File: src/rtl/pulpino_boot_pkg.sv
// Shared types and width helpers for the pulpino boot/reset sequencer.
package pulpino_boot_pkg;

  typedef enum logic [1:0] {
    ST_RESET     = 2'd0,
    ST_WAIT_LOCK = 2'd1,
    ST_RELEASE   = 2'd2,
    ST_RUN       = 2'd3
  } boot_state_e;

  // Bits needed to hold the values 0..max_val (at least one bit).
  function automatic int unsigned cnt_w(input int unsigned max_val);
    if (max_val < 2) return 1;
    return $clog2(max_val + 1);
  endfunction

  // Stage counter runs 0..STAGE_DELAY-1.
  function automatic int unsigned dly_w(input int unsigned stage_delay);
    return cnt_w(stage_delay - 1);
  endfunction

  // Domain index runs 0..NB_DOMAINS-1.
  function automatic int unsigned idx_w(input int unsigned nb_domains);
    return cnt_w(nb_domains - 1);
  endfunction

  // Lock timeout counter runs 0..LOCK_TIMEOUT-1.
  function automatic int unsigned tmo_w(input int unsigned lock_timeout);
    return cnt_w(lock_timeout - 1);
  endfunction

  // Software-reset hold counter is loaded with STAGE_DELAY.
  function automatic int unsigned hold_w(input int unsigned stage_delay);
    return cnt_w(stage_delay);
  endfunction

endpackage

File: src/rtl/pulpino_boot_sync.sv
// Multi-flop synchroniser for a single asynchronous level, reset to 0.
module pulpino_boot_sync #(
  parameter int unsigned STAGES = 2
) (
  input  logic i_clk,
  input  logic i_rst_n,
  input  logic i_d,
  output logic o_q
);

  logic [STAGES-1:0] r_sync;

  // Shift the asynchronous input through the flop chain.
  always_ff @(posedge i_clk or negedge i_rst_n) begin
    if (!i_rst_n) r_sync <= '0;
    else          r_sync <= {r_sync[STAGES-2:0], i_d};
  end

  assign o_q = r_sync[STAGES-1];

endmodule

File: src/rtl/pulpino_boot_seq.sv
// Boot and reset sequencer: waits for FLL lock (with timeout), releases the
// reset domains one by one, then gates core fetch and services per-domain
// software resets.
// Optional feature: define PULPINO_BOOT_LOCK_LOSS_RST_EN to re-enter the
// boot sequence when lock is lost while running.
module pulpino_boot_seq
  import pulpino_boot_pkg::*;
#(
  parameter int unsigned NB_DOMAINS   = 3,
  parameter int unsigned STAGE_DELAY  = 16,
  parameter int unsigned LOCK_TIMEOUT = 1024,
  parameter int unsigned SYNC_STAGES  = 2
) (
  input  logic                  clk,
  input  logic                  rst_n,
  input  logic                  testmode_i,
  input  logic                  fll_lock_i,
  input  logic                  fetch_enable_i,
  input  logic [NB_DOMAINS-1:0] sw_rst_req_i,
  output logic [NB_DOMAINS-1:0] domain_rstn_o,
  output logic                  fetch_enable_o,
  output logic                  boot_done_o,
  output logic                  lock_timeout_o,
  output logic                  lock_lost_o,
  output logic [1:0]            state_o
);

  localparam int unsigned DLY_W  = dly_w(STAGE_DELAY);
  localparam int unsigned IDX_W  = idx_w(NB_DOMAINS);
  localparam int unsigned TMO_W  = tmo_w(LOCK_TIMEOUT);
  localparam int unsigned HOLD_W = hold_w(STAGE_DELAY);

  localparam logic [DLY_W-1:0]  DLY_LAST  = DLY_W'(STAGE_DELAY - 1);
  localparam logic [IDX_W-1:0]  IDX_LAST  = IDX_W'(NB_DOMAINS - 1);
  localparam logic [TMO_W-1:0]  TMO_LAST  = TMO_W'(LOCK_TIMEOUT - 1);
  localparam logic [HOLD_W-1:0] HOLD_INIT = HOLD_W'(STAGE_DELAY);
  localparam logic [HOLD_W-1:0] HOLD_ONE  = HOLD_W'(1);

  boot_state_e           r_state;
  logic [TMO_W-1:0]      r_tmo;
  logic [DLY_W-1:0]      r_dly;
  logic [IDX_W-1:0]      r_idx;
  logic [HOLD_W-1:0]     r_hold [NB_DOMAINS];
  logic [NB_DOMAINS-1:0] r_dom;
  logic                  r_fetch;
  logic                  r_done;
  logic                  r_tmo_flag;
  logic                  r_lost;
  logic                  r_lock_prev;
  logic                  w_lock;
  logic                  w_lock_fall;
  logic                  w_abort;

  pulpino_boot_sync #(
    .STAGES (SYNC_STAGES)
  ) u_lock_sync (
    .i_clk   (clk),
    .i_rst_n (rst_n),
    .i_d     (fll_lock_i),
    .o_q     (w_lock)
  );

  assign w_lock_fall = (r_state == ST_RUN) && r_lock_prev && !w_lock;

`ifdef PULPINO_BOOT_LOCK_LOSS_RST_EN
  assign w_abort = w_lock_fall;
`else
  assign w_abort = 1'b0;
`endif

  // Sequencer FSM: lock wait, staged release, then run-time fetch gating and
  // per-domain software-reset hold counters.
  always_ff @(posedge clk or negedge rst_n) begin
    if (!rst_n) begin
      r_state     <= ST_RESET;
      r_tmo       <= '0;
      r_dly       <= '0;
      r_idx       <= '0;
      r_dom       <= '0;
      r_fetch     <= 1'b0;
      r_done      <= 1'b0;
      r_tmo_flag  <= 1'b0;
      r_lost      <= 1'b0;
      r_lock_prev <= 1'b0;
      for (int unsigned k = 0; k < NB_DOMAINS; k++) r_hold[k] <= '0;
    end else begin
      r_lock_prev <= w_lock;
      if (w_lock_fall) r_lost <= 1'b1;

      case (r_state)
        ST_RESET: begin
          r_tmo   <= '0;
          r_state <= ST_WAIT_LOCK;
        end

        ST_WAIT_LOCK: begin
          r_tmo <= r_tmo + 1'b1;
          r_dly <= '0;
          r_idx <= '0;
          if (w_lock) begin
            r_state <= ST_RELEASE;
          end else if (r_tmo == TMO_LAST) begin
            r_tmo_flag <= 1'b1;
            r_state    <= ST_RELEASE;
          end
        end

        ST_RELEASE: begin
          if (r_dly == DLY_LAST) begin
            r_dly        <= '0;
            r_dom[r_idx] <= 1'b1;
            r_idx        <= r_idx + 1'b1;
            if (r_idx == IDX_LAST) begin
              r_done  <= 1'b1;
              r_state <= ST_RUN;
            end
          end else begin
            r_dly <= r_dly + 1'b1;
          end
        end

        ST_RUN: begin
          if (w_abort) begin
            r_dom   <= '0;
            r_fetch <= 1'b0;
            r_done  <= 1'b0;
            r_tmo   <= '0;
            r_state <= ST_WAIT_LOCK;
            for (int unsigned k = 0; k < NB_DOMAINS; k++) r_hold[k] <= '0;
          end else begin
            // A fresh request on domain 0 blocks fetch on the same edge it
            // pulls the domain low, so fetch never overlaps the held window.
            r_fetch <= fetch_enable_i & r_done & r_dom[0] & ~sw_rst_req_i[0];
            for (int unsigned k = 0; k < NB_DOMAINS; k++) begin
              if (sw_rst_req_i[k]) begin
                r_dom[k]  <= 1'b0;
                r_hold[k] <= HOLD_INIT;
              end else if (r_hold[k] != '0) begin
                r_hold[k] <= r_hold[k] - 1'b1;
                if (r_hold[k] == HOLD_ONE) r_dom[k] <= 1'b1;
              end
            end
          end
        end

        default: r_state <= ST_RESET;
      endcase
    end
  end

  assign domain_rstn_o  = testmode_i ? {NB_DOMAINS{rst_n}} : r_dom;
  assign fetch_enable_o = testmode_i ? fetch_enable_i : r_fetch;
  assign boot_done_o    = r_done;
  assign lock_timeout_o = r_tmo_flag;
  assign lock_lost_o    = r_lost;
  assign state_o        = r_state;

endmodule

File: config.mk
export PLATFORM = sky130hd
export DESIGN_NAME = pulpino_boot_seq
export DESIGN_NICKNAME = d
export VERILOG_FILES = /design/src/rtl/pulpino_boot_pkg.sv /design/src/rtl/pulpino_boot_sync.sv /design/src/rtl/pulpino_boot_seq.sv
export SDC_FILE = /design/constraint.sdc
export NUM_CORES = 1
export LEC_CHECK = 0
export ABC_AREA = 1
export BUFFER_PORTS_ARGS = -buffer_cell sky130_fd_sc_hd__buf_4
export CORE_MARGIN = 2
export CORE_UTILIZATION = 30
export DETAILED_ROUTE_END_ITERATION = 16
export PLACE_DENSITY_LB_ADDON = 0.2
export SLEW_MARGIN = 20
export SYNTH_ARGS = -nofsm -noshare
export SYNTH_HDL_FRONTEND = slang
export SYNTH_SLANG_ARGS = --single-unit
File: constraint.sdc
create_clock -name clk -period 1.4 [get_ports clk]
set_input_delay 0.14 -clock clk [delete_from_list [all_inputs] [get_ports clk]]
set_output_delay 0.14 -clock clk [all_outputs]
set_load 0.02 [all_outputs]
==> reports/qor.yml <==
reg2reg_depth: 7
synth_seq_cells: 43
r2r-start: "state_o[0]"
wl_per_cell_um: 11.2
fillers: 806
place.gp.congestion: 0.773
grt_pass1_vias: 1945
via_per_inst: 4.47
synth_top_area_share: 0.441
clockBufferDepth: 2
grt_util_all_layers: 0.124
placed_cells: 424
final.period_utilization: 0.948
dp_hpwl_um: 3510
port_buffers: 16
ys_async_sr_fraction: 1.00
row_count: 32
fp.coreArea_mm2: 0.00781
finalNonFillerCells: 437
synth_seq_area_share: 0.441
yosysMostFrequentCell: "nand2_1"
synthFlopType: "dfrtp_1"
syn-num-nets: 321
fin_util: 0.376
synth-edff-count: 0
path_cells: "inv_2, ha_2, buf_4, nand2_1, a21oi_1, nor2_1, nor2_1"
cp-end-kind: "flip-flop"
root_buffer: "clkbuf_8"
crit_fanout: 4
pwr_density_cell_mw_per_mm2: 1830
clkLatencyLatePin_ns: 0.31
critPathLaunchType: "flip-flop"
start_util: 0.312
yosys_warnings: 0
drive_gt1_frac: 0.257
cp_common_cell: "nor2_1"
ant_nets: 0
worstPathRequired_ns: 1.63
die_w_um: 94.1
drt-pass1-iter-count: 5
period_needed_ns: 1.33
drc: 0
cp_slowest_cell: "dfrtp_2"
synth_common_cells: "nand2_1 (70), dfrtp_1 (43), inv_1 (41)"
worst-path-stages: 7
crit_type: "flip-flop to flip-flop"
synth_top_area_cell: "dfrtp_1"
final_nets: 358
clock_sinks: 43
skew_ns: 0.0115
max-vdd-ir-drop_mv: 0.568
tightest_slew_ns: 0.565
ioPinCount: 17
setup_tns_ns: 0
num_vias: 1955
outcome: "complete, no violations"
cts_tree: "done"
cp_slowest_stage_delay_ns: 0.44
syn_to_final_growth_pct: 20.4
finalMaxSlewViolations: 0
synthDistinctLibCells: 30
grt-ovfl-total: 0
cap_violations: 0
slew_headroom: 0.624
wl_um: 4870
whs_path_depth: 3
numCtsBuffers: 5
r2r_slack_ns: 0.07
hold_viol_final: 0
min_to: "r_fetch"
antennaDiodeCount: 0
grt_max_degree: 44
fmax_ghz: 0.754
die_area_mm2: 0.00886
crit_family: "flip-flops"
cts_max_level: 2
path_clk_slew_ns: 0.09
syn_area_per_cell_um2: 8.18
rsz0062_at_grt: "yes"
p_leak_nw: 1.46
grt_pass1_wl_um: 8710
ys_top_cells_by_area: "dfrtp_1 (44%), nand2_1 (11%), ha_1 (7.7%)"
hp-class: "input pin to flip-flop"
cp_num_buf_inv: 2
critical_path_arrival_ns: 1.56
antenna_found_initial: 0
first_iter_violations: 52
r2r_end: "r_dom[0]"
whs_ns: 0.102
setup_violations: 0
die_h_um: 94.1
syn_inst: 298
synth_area_mm2: 0.00244
holdCritStartpoint: "fetch_enable_i"
[how the worst max path moves through the flow]
stage	end	slack [ns]	from
after floorplan	state_o[0]	0.01	state_o[0]
after global placement	state_o[1]	0.002	state_o[0]
after detailed placement	r_tmo[3]	0.0005	state_o[0]
after CTS	r_tmo[3]	0.03	state_o[0]
after global routing	state_o[0]	-0.03	r_tmo[0]
final	r_dom[0]	0.07	state_o[0]
[power by group]
group / leakage (nW) / switching, mW / internal, mW
sequential: 0.554 / 0.279 / 1.58
combinational: 0.857 / 1.55 / 1.14
clock: 0.0470 / 0.438 / 0.388
[through the flow]
step           power [mW]  area (um2)  worst slack (ns)
6_report             5.38        2930            0.0730
5_1_grt              5.94        2930           -0.0312
2_1_floorplan        3.62        2440            0.0112
4_1_cts              5.26        2870            0.0305
3_3_place_gp         4.37        2750           0.00208
3_5_place_dp         4.39        2750          0.000462
[logic make-up (layout without fill, tap and decap cells)]
kind of cell	Yosys count	in the layout	share of synthesized area
xor gates and xnor gates	5	5	0.0180
and+or+nand+nor	138	138	0.275
adders and majority gates	15	15	0.0770
AOI/OAI and AO/OA	47	47	0.107
buffers and inverters	50	87	0.0821
DFF	43	43	0.441
[area by class of cell]
type,count,area [um2],share of cell area
multi-input combinational,205,1200,0.409
timing repair buffer,34,264,0.0900
clock buffer,6,82.6,0.0281
tap,102,128,0.0435
sequential,43,1080,0.368
inverter,46,178,0.0606
clock inverter,1,5.00,0.00171
[layout by cell type, fill, tap and decap left out, drive strengths merged]
cell	n
nand4	13
o21bai	3
nand2	77
nand3	24
ha	15
a31oi	1
nor3	2
xor2	4
dlygate4sd3	2
clkinv	2
inv	45
nor2	22
dfrtp	43
o22ai	1
clkbuf	6
o21ai	29
a21oi	10
a21o	1
xnor2	1
buf	32
a22oi	2
[registers in the layout (all words and copies together), names as in the netlist, 2 cells and up]
register and count:
r_hold 15, r_tmo 10, r_dly 4, r_dom 3, r_idx 2, state_o 2, u_lock_sync.r_sync 2
[worst register-to-register path, delay by kind of cell, from the launching register on]
kind            cells  cell delay [ns]
fa+ha+maj           1             0.20
flops               1             0.44
compound gates      1             0.16
simple gates        3             0.27
buf+inv             2             0.20
[metal layers]
metal	track usage	routed length, um	vias up
met4	0.0507	87	0
met5	0	0	-
met3	0.0265	174	8
met1	0.165	2520	884
met2	0.194	2090	26
li1	-	-	1037
[what timing repair did]
item / in CTS / in global routing
hold endpoints to repair: 44 / 0
setup buffers: 0 / 4
hold buffers: 2 / 0
gates resized for setup: 2 / 21
endpoints found under the setup margin: 2 / 19
(Power assumes the default switching activity.)
